==> config.mk <==
export PLATFORM = sky130hd
export DESIGN_NAME = spi_slave_if
export DESIGN_NICKNAME = d
export VERILOG_FILES = /design/src/rtl/spi_slave_if.sv
export SDC_FILE = /design/constraint.sdc
export NUM_CORES = 1
export LEC_CHECK = 0
export BUFFER_PORTS_ARGS = -buffer_cell sky130_fd_sc_hd__buf_4
export CAP_MARGIN = 20
export CORE_UTILIZATION = 59
export CTS_BUF_LIST = sky130_fd_sc_hd__clkbuf_4 sky130_fd_sc_hd__clkbuf_8
export CTS_CLUSTER_DIAMETER = 80
export DETAILED_ROUTE_END_ITERATION = 16
export HOLD_SLACK_MARGIN = 0.06
export PLACE_DENSITY = 0.81
export SETUP_SLACK_MARGIN = 0.05
export SLEW_MARGIN = 20
export SYNTH_ARGS = -nofsm -noshare
export SYNTH_HDL_FRONTEND = slang
export SYNTH_SLANG_ARGS = --single-unit
==> constraint.sdc <==
create_clock -name clk -period 2.1 [get_ports clk]
set_input_delay 0.105 -clock clk [delete_from_list [all_inputs] [get_ports clk]]
set_output_delay 0.105 -clock clk [all_outputs]
set_load 0.01 [all_outputs]
==> src/rtl/spi_slave_if.sv <==
// spi_slave_if: SPI slave with per-pin synchronizers, CPOL/CPHA/LSB-first
// support latched per frame, an 8-bit TX holding register and an RX handshake.
// Optional feature macro: SPI_SLAVE_OVERRUN_EN. When it is defined, a byte that
// completes while RX is still full is dropped and ovr_flag is set.
// SYNC_STAGES must be 2 or 3. Each sck phase must last at least
// SYNC_STAGES+2 clk cycles.
module spi_slave_if #(
  parameter int unsigned SYNC_STAGES = 2
) (
  input  logic       clk,
  input  logic       rst_n,
  input  logic       cfg_en,
  input  logic       cfg_cpol,
  input  logic       cfg_cpha,
  input  logic       cfg_lsbfe,
  input  logic [7:0] tx_data,
  input  logic       tx_valid,
  output logic       tx_ready,
  output logic [7:0] rx_data,
  output logic       rx_valid,
  input  logic       rx_ready,
  output logic       busy,
  output logic       ovr_flag,
  input  logic       ovr_clr,
  input  logic       sck,
  input  logic       ss_n,
  input  logic       mosi,
  output logic       miso,
  output logic       miso_oe
);

  localparam int unsigned DW = 8;

  typedef enum logic {IDLE, ACTIVE} state_t;

  state_t                 state;
  logic [SYNC_STAGES-1:0] sck_sync, ss_sync, mosi_sync;
  logic                   sck_s, ss_s, mosi_s;
  logic                   sck_prev, ss_prev;
  logic                   cpol_l, cpha_l, lsbfe_l;
  logic [DW-1:0]          tx_shift, rx_shift, hold_data, rx_pend;
  logic [2:0]             bit_cnt;
  logic                   skip_shift;
  logic                   done_q;

  logic                   ss_fall, lead_edge, trail_edge, sample_edge, shift_edge;
  logic                   tx_bit;
  logic [DW-1:0]          rx_shift_in, tx_load_val;

  assign sck_s  = sck_sync[SYNC_STAGES-1];
  assign ss_s   = ss_sync[SYNC_STAGES-1];
  assign mosi_s = mosi_sync[SYNC_STAGES-1];

  assign ss_fall     = ss_prev & ~ss_s;
  assign lead_edge   = (sck_s != cpol_l) && (sck_prev == cpol_l);
  assign trail_edge  = (sck_s == cpol_l) && (sck_prev != cpol_l);
  assign sample_edge = cpha_l ? trail_edge : lead_edge;
  assign shift_edge  = cpha_l ? lead_edge : trail_edge;
  assign rx_shift_in = lsbfe_l ? {mosi_s, rx_shift[DW-1:1]} : {rx_shift[DW-2:0], mosi_s};
  assign tx_bit      = lsbfe_l ? tx_shift[0] : tx_shift[DW-1];
  // An empty holding register sends all ones.
  assign tx_load_val = tx_ready ? 8'hFF : hold_data;

  // Pin synchronizers plus one-cycle-delayed copies for edge detection.
  always_ff @(posedge clk) begin
    if (!rst_n) begin
      sck_sync  <= '0;
      ss_sync   <= '1;
      mosi_sync <= '0;
      sck_prev  <= 1'b0;
      ss_prev   <= 1'b1;
    end else begin
      sck_sync  <= {sck_sync[SYNC_STAGES-2:0], sck};
      ss_sync   <= {ss_sync[SYNC_STAGES-2:0], ss_n};
      mosi_sync <= {mosi_sync[SYNC_STAGES-2:0], mosi};
      sck_prev  <= sck_s;
      ss_prev   <= ss_s;
    end
  end

  // Frame FSM, shift datapath, TX holding register and pin outputs.
  always_ff @(posedge clk) begin
    if (!rst_n) begin
      state      <= IDLE;
      busy       <= 1'b0;
      cpol_l     <= 1'b0;
      cpha_l     <= 1'b0;
      lsbfe_l    <= 1'b0;
      tx_shift   <= '0;
      rx_shift   <= '0;
      rx_pend    <= '0;
      hold_data  <= '0;
      tx_ready   <= 1'b1;
      bit_cnt    <= 3'd0;
      skip_shift <= 1'b0;
      done_q     <= 1'b0;
      miso       <= 1'b0;
      miso_oe    <= 1'b0;
    end else begin
      done_q  <= 1'b0;
      miso_oe <= cfg_en & ~ss_s;
      miso    <= cfg_en & ~ss_s & (state == ACTIVE) & tx_bit;
      case (state)
        IDLE: begin
          if (cfg_en && ss_fall) begin
            state      <= ACTIVE;
            busy       <= 1'b1;
            cpol_l     <= cfg_cpol;
            cpha_l     <= cfg_cpha;
            lsbfe_l    <= cfg_lsbfe;
            tx_shift   <= tx_load_val;
            tx_ready   <= 1'b1;
            bit_cnt    <= 3'd0;
            // With CPHA=1 the first leading edge only presents bit 0 of the byte.
            skip_shift <= cfg_cpha;
          end
        end
        ACTIVE: begin
          if (!cfg_en || ss_s) begin
            state      <= IDLE;
            busy       <= 1'b0;
            bit_cnt    <= 3'd0;
            skip_shift <= 1'b0;
          end else if (sample_edge) begin
            rx_shift <= rx_shift_in;
            bit_cnt  <= bit_cnt + 3'd1;
            if (bit_cnt == 3'd7) begin
              done_q     <= 1'b1;
              rx_pend    <= rx_shift_in;
              tx_shift   <= tx_load_val;
              tx_ready   <= 1'b1;
              // The next shift edge belongs to the reloaded byte's first bit.
              skip_shift <= 1'b1;
            end
          end else if (shift_edge) begin
            if (skip_shift) begin
              skip_shift <= 1'b0;
            end else begin
              tx_shift <= lsbfe_l ? {1'b1, tx_shift[DW-1:1]} : {tx_shift[DW-2:0], 1'b1};
            end
          end
        end
        default: state <= IDLE;
      endcase
      // A write after a same-cycle load keeps the new byte for the next load.
      if (tx_valid && tx_ready) begin
        tx_ready  <= 1'b0;
        hold_data <= tx_data;
      end
    end
  end

  // RX output register, handshake and overrun flag.
  always_ff @(posedge clk) begin
    if (!rst_n) begin
      rx_data  <= '0;
      rx_valid <= 1'b0;
      ovr_flag <= 1'b0;
    end else begin
      if (rx_valid && rx_ready) rx_valid <= 1'b0;
`ifdef SPI_SLAVE_OVERRUN_EN
      if (done_q && rx_valid && !rx_ready) begin
        ovr_flag <= 1'b1;
      end else begin
        if (done_q) begin
          rx_data  <= rx_pend;
          rx_valid <= 1'b1;
        end
        if (ovr_clr) ovr_flag <= 1'b0;
      end
`else
      if (done_q) begin
        rx_data  <= rx_pend;
        rx_valid <= 1'b1;
      end
      // Flag starts at zero and can never be set, so it stays zero.
      ovr_flag <= ovr_flag & ~ovr_clr;
`endif
    end
  end

endmodule

After elaboration in Yosys (flattened, before gate mapping)
Index checks and enable logic that the tools add are counted.

storage, ports and cells
  register bits = 63
  input port bits = 20
  word-level logic and storage cells = 106

operators by class
  $add $sub $neg = 1
  equality and inequality tests = 18
  mux-type cells = 36
  bitwise operators = 11
  reductions and logical operators = 17

operators by type and width
  cell                   count
  $mux W8                9
  $mux W1                18
  $pmux W8 S2            1
  $ne A3 B1 Y1 const B   4
  $mux W3                3
  $ne A3 B2 Y1 const B   3
  $pmux W1 S2            4
  $reduce_and A4 Y1      2
  $not A1 Y1             6
  $pmux W3 S2            1
  $reduce_and A2 Y1      3
  $reduce_and A3 Y1      2
  $and A1 B1 Y1          5
  $logic_and A1 B1 Y1    5
  $reduce_and A5 Y1      1
  $ne A2 B2 Y1 const B   2
  $ne A4 B1 Y1 const B   1
  $ne A4 B2 Y1 const B   1
  $reduce_or A4 Y1       1
  $add A3 B1 Y3 const B  1
  $eq A3 B3 Y1 const B   1
  $ne A3 B3 Y1 const B   1
  $eq A1 B1 Y1           2
  $ne A1 B1 Y1           2
  4 further kinds        4

Depth between registers and ports, before layout
Gate-level depths: netlist (run 1).

  word-level depth = 7
  mapped depth = 6
  gate-level depth less buffers = 6

Worst setup path before layout (run 1)
Ideal clock, no wire load.

  path type = register to register
  from = register cpha_l
  to = register tx_shift[7]
  setup time = 0.117 ns
  data arrival time = 1.716 ns
  path slack = 0.266 ns
  stages on the path, launching flop included = 6
  clock period less this slack = 1.834 ns
  cell sequence = dfxtp_1 > xor2_2 > mux2i_4 > nand2_2 > or3_1 > a32o_1

between the ends
  cells in the longest elaborated chain, start to end = 4
  elaborated cells between the ends (all ways) = 9
  those cells by class = eq/ne: 3; mux: 5; reduce/logical: 1

ends and longest elaborated chain
  item                      line  RTL
  start: declaration        40    logic cpol_l, cpha_l, lsbfe_l;
  start signal: assignment  109   cpha_l <= cfg_cpha;
  $mux W1                   57    assign sample_edge = cpha_l ? trail_edge : lead_edge;
  $mux W8                   124   end else if (sample_edge) begin
  $mux W8                   119   if (!cfg_en || ss_s) begin
  $pmux W8 S2               103   case (state)
  end signal: assignment    111   tx_shift <= tx_load_val;
  end signal: assignment    130   tx_shift <= tx_load_val;
  end signal: assignment    139   tx_shift <= lsbfe_l ? {1'b1, tx_shift[DW-1:1]} : {tx_shift[DW-2:0], 1'b1};
  end: declaration          41    logic [DW-1:0] tx_shift, rx_shift, hold_data, rx_pend;

Several ways; a longest one is shown, not always the timed one. The select of a mux whose other input is x is not followed.
A chain may end at the register's enable or synchronous reset.

Worst setup path after layout (run 1)
  from = register bit_cnt[0]
  to = register tx_shift[5]

between the ends
  cells in the longest elaborated chain, start to end = 3

ends and longest elaborated chain
  item                                line  RTL
  start: declaration                  42    logic [2:0] bit_cnt;
  start signal: assignment            126   bit_cnt <= bit_cnt + 3'd1;
  $eq A3 B3 Y1                        127   if (bit_cnt == 3'd7) begin
  $ne A3 B2 Y1 (no source line)       -
  $reduce_and A5 Y1 (no source line)  -

No other way between the ends.

==> qor.json, run 1 <==
{
  "status": {
    "run_status": "finished clean"
  },
  "die": {
    "coreArea_um2": 4060,
    "die-width_um": 67.6,
    "dieHeight_um": 67.6,
    "fp.dieArea_um2": 4580,
    "ports": 34,
    "row_count": 23,
    "start_util_pct": 62.7
  },
  "cts": {
    "cts-buffers-inserted": 9,
    "numClockSinks": 63,
    "max-clock-path-buffers": 2,
    "cts.htree.levels": 3,
    "clk_transition_reported_paths_ns": 0.07,
    "worstSkewPairLatency_ns": 0.34,
    "clk_root_buf": "sky130_fd_sc_hd__clkbuf_8",
    "cts_setup_buffers": 0,
    "tritoncts": "built"
  },
  "pwr": {
    "internal_power_mw": 1.74,
    "power_dens_cells_nw_per_um2": 730,
    "power_frac_seq_pct": 53.9,
    "power_share_of_the_clock_group_pct": 38.8,
    "power.switching_mw": 0.562,
    "swShare_pct": 24.4,
    "pwr-share-comb_pct": 7.2,
    "total_power_mw": 2.31,
    "power.leakage_nw": 1.23,
    "max-vdd-ir-drop_mv": 0.541
  },
  "sta": {
    "slew_headroom_pct": 36.0,
    "report.final.setup_viol": 0,
    "slew_viol_final": 0,
    "finalClockSkew_ns": 0.00770,
    "grt_setup_unrepaired": "false",
    "layout_worst_path_cycle_share_pct": 87.5,
    "slew_at_the_pin_with_the_worst_max_slew_slack_ns": 0.958,
    "achievable-frequency_mhz": 544,
    "totalNegativeSetupSlack_ns": 0,
    "final.min_clock_period_ns": 1.84,
    "timing_hold_violations_final": 0
  },
  "route": {
    "first_iter_violations": 119,
    "drc_violations": 0,
    "vias_per_cell": 5.46,
    "route.antenna.remaining_nets": 0,
    "drtPass1Iterations": 4,
    "wire_per_inst_um": 13.6,
    "drt-total-wl_um": 4990,
    "dr_total_vias": 1999
  },
  "grt": {
    "grt_usage_pct": 25.3,
    "pin_count_of_the_biggest_net_entering_global_routing": 42,
    "grt_overflow_total": 0,
    "grt_pass1_vias": 1728,
    "grt_antenna_before_repair": 0,
    "grt_first_pass_wirelength_um": 8270
  },
  "synth": {
    "yosysWarnings": 0,
    "syn-num-nets": 280,
    "avgSynthCellArea_um2": 9.85,
    "ys_seq_elements": 63,
    "ys_seq_area_share_pct": 49.6,
    "yosysUniqueCellTypes": 40,
    "postSynthCellCount": 258,
    "synthesis.area_um2": 2540
  },
  "critical_path": {
    "end_kind": "flip-flop",
    "critical_path_arrival_ns": 2.12,
    "timing.critical_path.fanout_max": 9,
    "startpoint_type": "flip-flop",
    "critPathKind": "reg2reg",
    "cp.required_ns": 2.38
  },
  "min_path": {
    "path_type_of_the_worst_min_delay_path": "in2reg"
  },
  "placement": {
    "port-buffer-count": 33,
    "post-dp-hpwl_um": 3240,
    "routability_congestion_estimate_from_global_placement": 0.818
  },
  "finish": {
    "final_cell_mix": "sky130_fd_sc_hd__dfxtp_1, sky130_fd_sc_hd__buf_4, sky130_fd_sc_hd__nor2_1, sky130_fd_sc_hd__mux2i_1, sky130_fd_sc_hd__nand2_1",
    "diodes": 0,
    "drive_gt1_share_pct": 20.6,
    "syn_to_final_growth_pct": 24.3,
    "fillCellCount": 277,
    "final_common_cell": "sky130_fd_sc_hd__dfxtp_1",
    "num-nets-final": 333,
    "register_area_um2": 1260,
    "multi_input_comb_area_um2": 1190
  },
  "run": {
    "max-cap-violations": 0
  }
}
power groups by stage:
stage / combinational, mW / sequential (mW) / clock [mW]
finish: 0.167 / 1.24 / 0.895
global route: 0.184 / 1.25 / 0.968
CTS: 0.165 / 1.24 / 0.913
detailed placement: 0.139 / 1.27 / 0
global placement: 0.136 / 1.27 / 0
floorplan: 0.0944 / 1.26 / 0
cells in the mapped netlist:
master | instances | area share (%)
sky130_fd_sc_hd__a211oi_1 | 17 | 5.0
sky130_fd_sc_hd__xnor2_1 | 1 | 0.34
sky130_fd_sc_hd__o21ai_0 | 9 | 1.8
sky130_fd_sc_hd__ha_1 | 2 | 0.98
sky130_fd_sc_hd__xor2_2 | 1 | 0.64
sky130_fd_sc_hd__nand2_1 | 24 | 3.5
sky130_fd_sc_hd__o221a_2 | 1 | 0.44
sky130_fd_sc_hd__mux2i_4 | 1 | 0.89
sky130_fd_sc_hd__buf_2 | 2 | 0.39
sky130_fd_sc_hd__nor2_1 | 35 | 5.2
sky130_fd_sc_hd__nor4_1 | 2 | 0.49
sky130_fd_sc_hd__mux2_2 | 1 | 0.44
sky130_fd_sc_hd__a21oi_1 | 11 | 2.2
sky130_fd_sc_hd__buf_1 | 1 | 0.15
sky130_fd_sc_hd__buf_6 | 1 | 0.44
sky130_fd_sc_hd__nor3b_4 | 1 | 0.74
sky130_fd_sc_hd__a22oi_1 | 1 | 0.30
sky130_fd_sc_hd__a32o_1 | 4 | 1.6
sky130_fd_sc_hd__a22o_1 | 7 | 2.4
sky130_fd_sc_hd__buf_4 | 3 | 0.89
sky130_fd_sc_hd__nor3_1 | 2 | 0.39
sky130_fd_sc_hd__nor2_2 | 2 | 0.49
sky130_fd_sc_hd__nor2b_1 | 2 | 0.49
sky130_fd_sc_hd__clkbuf_1 | 6 | 0.89
sky130_fd_sc_hd__and2_2 | 1 | 0.30
sky130_fd_sc_hd__nand4b_1 | 1 | 0.34
sky130_fd_sc_hd__clkinv_1 | 2 | 0.30
sky130_fd_sc_hd__nor3b_2 | 1 | 0.49
sky130_fd_sc_hd__nand2b_1 | 5 | 1.2
sky130_fd_sc_hd__xor2_1 | 1 | 0.34
sky130_fd_sc_hd__a31oi_1 | 2 | 0.49
sky130_fd_sc_hd__dfxtp_1 | 63 | 50
sky130_fd_sc_hd__mux2i_1 | 32 | 13
sky130_fd_sc_hd__and2_1 | 5 | 1.2
sky130_fd_sc_hd__inv_1 | 3 | 0.44
sky130_fd_sc_hd__nand2_2 | 1 | 0.25
sky130_fd_sc_hd__a211oi_2 | 1 | 0.49
sky130_fd_sc_hd__and2b_1 | 1 | 0.30
sky130_fd_sc_hd__o211ai_1 | 1 | 0.30
sky130_fd_sc_hd__or3_1 | 1 | 0.25
registers in the layout, summed over array words and instances (netlist names), 2 cells and up:
| register | cells |
|---|---|
| rx_shift | 8 |
| sck_sync | 2 |
| rx_pend | 8 |
| bit_cnt | 3 |
| rx_data | 8 |
| hold_data | 8 |
| ss_sync | 2 |
| tx_shift | 8 |
| mosi_sync | 2 |
final cells by class:
cell class | instances | share of cell area, %
Sequential cell | 63 | 39.9
Multi-Input combinational cell | 177 | 37.7
Timing Repair Buffer | 55 | 14.4
Clock buffer | 10 | 4.16
Tap cell | 50 | 1.98
Clock inverter | 6 | 1.19
Inverter | 5 | 0.594
cell families (layout without fill, tap and decap cells):
| kind of cell | count (synthesis) | after routing | synth area share, % |
|---|---|---|---|
| AND/OR/NAND/NOR | 84 | 84 | 15.7 |
| flip-flops | 63 | 63 | 49.6 |
| AO/OA/AOI/OAI | 54 | 54 | 15.0 |
| multiplexers | 34 | 34 | 13.9 |
| buffers and inverters | 18 | 76 | 3.49 |
| XOR/XNOR | 3 | 3 | 1.33 |
| adder cells (fa/ha/maj) | 2 | 2 | 0.984 |
critical path, stage by stage, from the launching register on:
cell and delay [ns]:
sky130_fd_sc_hd__dfxtp_1 0.33, sky130_fd_sc_hd__ha_1 0.20, sky130_fd_sc_hd__ha_1 0.21, sky130_fd_sc_hd__nand2b_1 0.24, sky130_fd_sc_hd__o221a_2 0.30, sky130_fd_sc_hd__nor2_2 0.29, sky130_fd_sc_hd__a22o_1 0.21
final timing paths:
kind / startpoint / endpoint / slack (ns) / cells past startpoint
setup / recovery: bit_cnt[0] / tx_shift[5] / 0.26 / 6
hold / removal: rx_ready / rx_valid / 0.08 / 4
setup reg to reg: bit_cnt[0] / tx_shift[5] / 0.26 / 6
hold reg to reg: ss_sync[0] / ss_sync[1] / 0.41 / 1
timing repair:
action	in CTS	in global routing
endpoints found under the setup margin	0	0
hold endpoints to repair	18	0
gates resized for setup	0	0
hold buffers	17	0
per-layer routing:
layer / vias to the layer above / part of all wire (%) / track usage [%]
met5: - / 0 / 0
met4: 0 / 1.9 / 13.6
met3: 9 / 4.8 / 6.25
met2: 45 / 45 / 36.1
met1: 927 / 48 / 34.6
li1: 1018 / - / -
through the flow:
step / setup slack, ns / hold WS [ns] / area (um^2) / util (%) / std cells
2_1_floorplan: 0.266 / 0.177 / 2540 / - / 258
3_3_place_gp: 0.347 / 0.260 / 2820 / 69.5 / 333
3_5_place_dp: 0.282 / 0.272 / 2820 / 69.5 / 333
4_1_cts: 0.270 / 0.0809 / 3160 / 77.9 / 366
5_1_grt: 0.0640 / 0.0977 / 3160 / 77.9 / 366
6_report: 0.263 / 0.0808 / 3160 / 77.9 / 366
(Power assumes the default switching activity.)
==> inputs of run 2 (changes only) <==
--- a/config.mk
+++ b/config.mk
@@ -5,6 +5,7 @@
 export SDC_FILE = /design/constraint.sdc
 export NUM_CORES = 1
 export LEC_CHECK = 0
+export ABC_AREA = 1
 export BUFFER_PORTS_ARGS = -buffer_cell sky130_fd_sc_hd__buf_4
 export CAP_MARGIN = 20
 export CORE_UTILIZATION = 59
==> run 2 against run 1 <==
  * Count of clock-buffer cells in the layout increased by 2
  * Clock power increased by 18%
  * Routed wire length increased by 18%
  * First-iteration DRC count increased by 66%
  * Via count increased by 25%
  * Power increased by 9.0%
  * Die area increased by 6.1%
  * Sequential share of layout area decreased by 1.6 points
  * Area after synthesis increased by 6.3%
  * Design area increased by 4.2%
  * Largest power group unchanged
  * Sequential cell count unchanged
  * Non-clock buffer count decreased by 5
==> qor.json, run 2 <==
{
  "critical_path": {
    "critical_register_to_register_path_startpoint": "sck_sync[1]",
    "end_kind": "flip-flop",
    "ff2ff_setup_slack_ns": 0.37,
    "startpoint_type": "flip-flop",
    "cp.required_ns": 2.37,
    "timing.critical_path.mode_cell": "sky130_fd_sc_hd__nand3_2",
    "reg_to_reg_critical_path_endpoint": "rx_pend[3]",
    "cpLargestDelayFamily": "simple AND/OR/NAND/NOR gates",
    "critical_path_arrival_ns": 2.00,
    "timing.critical_path.slowest_stage_cell": "sky130_fd_sc_hd__dfxtp_1",
    "critical_path.cell_chain": "nand3_1 > nand3_2 > nand3_2 > nor2_4 > o21ai_0 > a21oi_1",
    "timing.reg2reg.worst_path_depth": 6,
    "timing.critical_path.buf_inv": 0,
    "critPathKind": "reg2reg",
    "timing.critical_path.fanout_max": 16,
    "cp_slowest_stage_delay_ns": 0.39
  },
  "die": {
    "dieHeight_um": 69.7,
    "ports": 34,
    "fp.dieArea_um2": 4850,
    "die-width_um": 69.7,
    "row_count": 24,
    "coreArea_um2": 4380,
    "start_util_pct": 61.6
  },
  "finish": {
    "multi_input_comb_area_um2": 1200,
    "fillCellCount": 346,
    "num-nets-final": 444,
    "layout.core_utilization_pct": 75.1,
    "fin_cells": 479,
    "drive_gt1_share_pct": 16.2,
    "postLayoutCellArea_um2": 3290,
    "register_area_um2": 1260,
    "syn_to_final_growth_pct": 21.8,
    "final_cell_mix": "sky130_fd_sc_hd__nand2_1, sky130_fd_sc_hd__dfxtp_1, sky130_fd_sc_hd__nor2_1, sky130_fd_sc_hd__o21ai_0, sky130_fd_sc_hd__inv_1",
    "final_common_cell": "sky130_fd_sc_hd__nand2_1",
    "diodes": 0
  },
  "synth": {
    "most_frequent_cell_after_synthesis": "sky130_fd_sc_hd__nand2_1",
    "yosysWarnings": 0,
    "basic_gate_share_of_the_synthesized_area_counting_and_or_nand_and_nor_cells_pct": 27.6,
    "synth_top_cells_by_area": "sky130_fd_sc_hd__dfxtp_1, sky130_fd_sc_hd__nand2_1, sky130_fd_sc_hd__o21ai_0, sky130_fd_sc_hd__nor2_1, sky130_fd_sc_hd__a21oi_1",
    "ys_seq_elements": 63,
    "post_synthesis_mux_area_share_pct": 0,
    "dominant_combinational_cell_family_by_area_after_synthesis": "simple AND/OR/NAND/NOR gates",
    "ys_seq_area_share_pct": 46.7,
    "edff_count_synth": 0,
    "synth-compound-area-share_pct": 15.9,
    "post_synth_fa_ha_maj_area_fraction_pct": 0.926,
    "post_synth_xor_area_fraction_pct": 0,
    "asyncSetResetFlopFracSynth_pct": 0,
    "postSynthCellCount": 378,
    "synth-main-ff-cell": "sky130_fd_sc_hd__dfxtp_1",
    "synth.largest_area_cell": "sky130_fd_sc_hd__dfxtp_1",
    "synthesis.area_um2": 2700,
    "yosysTopAreaCellShare_pct": 46.7,
    "synth_commonest_cells": "sky130_fd_sc_hd__nand2_1, sky130_fd_sc_hd__dfxtp_1, sky130_fd_sc_hd__nor2_1",
    "yosysUniqueCellTypes": 27,
    "avgSynthCellArea_um2": 7.15,
    "syn-num-nets": 400
  },
  "status": {
    "run_status": "finished clean"
  },
  "cts": {
    "max-clock-path-buffers": 2,
    "clk_transition_reported_paths_ns": 0.07,
    "cts.htree.levels": 3,
    "numClockSinks": 63,
    "tritoncts": "built",
    "cts-buffers-inserted": 9,
    "post_cts_resized": 0,
    "clk_root_buf": "sky130_fd_sc_hd__clkbuf_8",
    "worstSkewPairLatency_ns": 0.34
  },
  "placement": {
    "post-dp-hpwl_um": 3640,
    "placed_area_um2": 2950,
    "port-buffer-count": 33,
    "dp_slack_ns": 0.457,
    "dpl.cell_count": 449,
    "routability_congestion_estimate_from_global_placement": 0.849
  },
  "grt": {
    "grt_antenna_before_repair": 0,
    "globalRouteMet3Util_pct": 5.23,
    "grt_pass1_vias": 2309,
    "grt_overflow_total": 0,
    "grt_first_pass_wirelength_um": 9870,
    "use_met1_pct": 32.1,
    "pin_count_of_the_biggest_net_entering_global_routing": 52,
    "use_met2_pct": 41.7,
    "busiest_layer": "met2",
    "grt_usage_pct": 25.9
  },
  "route": {
    "first_iter_violations": 198,
    "drc_violations": 0,
    "vias_per_cell": 5.21,
    "dr_total_vias": 2494,
    "route.antenna.remaining_nets": 0,
    "wire_per_inst_um": 12.3,
    "drtPass1Iterations": 4,
    "drt-total-wl_um": 5890
  },
  "sta": {
    "finalClockSkew_ns": 0.00956,
    "timing_hold_violations_final": 0,
    "report.final.setup_viol": 0,
    "layout_worst_path_cycle_share_pct": 82.4,
    "slew_at_the_pin_with_the_worst_max_slew_slack_ns": 0.511,
    "totalNegativeSetupSlack_ns": 0,
    "final.setup.worst_slack_ns": 0.370,
    "slew_viol_final": 0,
    "slew_headroom_pct": 65.0,
    "worst_hold_slack_ns": 0.0608,
    "final.min_clock_period_ns": 1.73,
    "grt_setup_unrepaired": "false",
    "achievable-frequency_mhz": 578
  },
  "min_path": {
    "min_to": "cpha_l",
    "hold_depth": 3,
    "hp-start": "cfg_cpha",
    "path_type_of_the_worst_min_delay_path": "in2reg"
  },
  "pwr": {
    "power_dens_cells_nw_per_um2": 763,
    "power.leakage_nw": 1.52,
    "total_power_mw": 2.51,
    "max-vdd-ir-drop_mv": 0.698
  },
  "run": {
    "max-cap-violations": 0
  }
}
[run 2: layout make-up]
| type | instances | share of cell area, % |
|---|---|---|
| Clock inverter | 4 | 1.37 |
| Tap cell | 52 | 1.98 |
| Multi-Input combinational cell | 256 | 36.4 |
| Inverter | 42 | 4.79 |
| Timing Repair Buffer | 50 | 12.5 |
| Sequential cell | 63 | 38.3 |
| Clock buffer | 12 | 4.64 |
[run 2: worst min-delay path, cell delays in order]
cell and delay (ns):
sky130_fd_sc_hd__buf_4 0.09, sky130_fd_sc_hd__o21ai_0 0.07, sky130_fd_sc_hd__a21oi_1 0.10
[run 2: report_power, final]
group	switching, mW	internal (mW)	leakage, nW	total (mW)
sequential	0.0202	1.23	0.512	1.25
combinational	0.114	0.0912	0.905	0.205
clock	0.458	0.601	0.107	1.06
total	0.592	1.92	1.52	2.51
[run 2: what timing repair did]
item                                   4_1_cts  5_1_grt
hold buffers                                14        0
setup buffers                                0        0
endpoints found under the hold margin       14        0
setup endpoints to repair                    0        0
[run 2: worst max-delay path by stage]
stage	startpoint	end	slack (ns)	cells past startpoint
floorplan	bit_cnt[0]	tx_shift[0]	0.64	11
global placement	cpol_l	rx_pend[2]	0.51	7
detailed placement	sck_sync[1]	tx_shift[6]	0.46	9
CTS	cpol_l	rx_pend[7]	0.39	7
global route	sck_sync[1]	rx_pend[3]	0.14	6
finish	sck_sync[1]	rx_pend[3]	0.37	6
[run 2: kinds of logic after synthesis]
group                    after synthesis
AND/OR/NAND/NOR                      170
AO/OA/AOI/OAI                         84
flip-flops                            63
buffers and inverters                 59
adder cells (fa/ha/maj)                2
[run 2: per-layer routing]
layer,vias to the layer above,wire length (um)
li1,1294,-
met1,1121,2740
met2,66,2740
met3,13,257
met4,0,146
met5,-,0
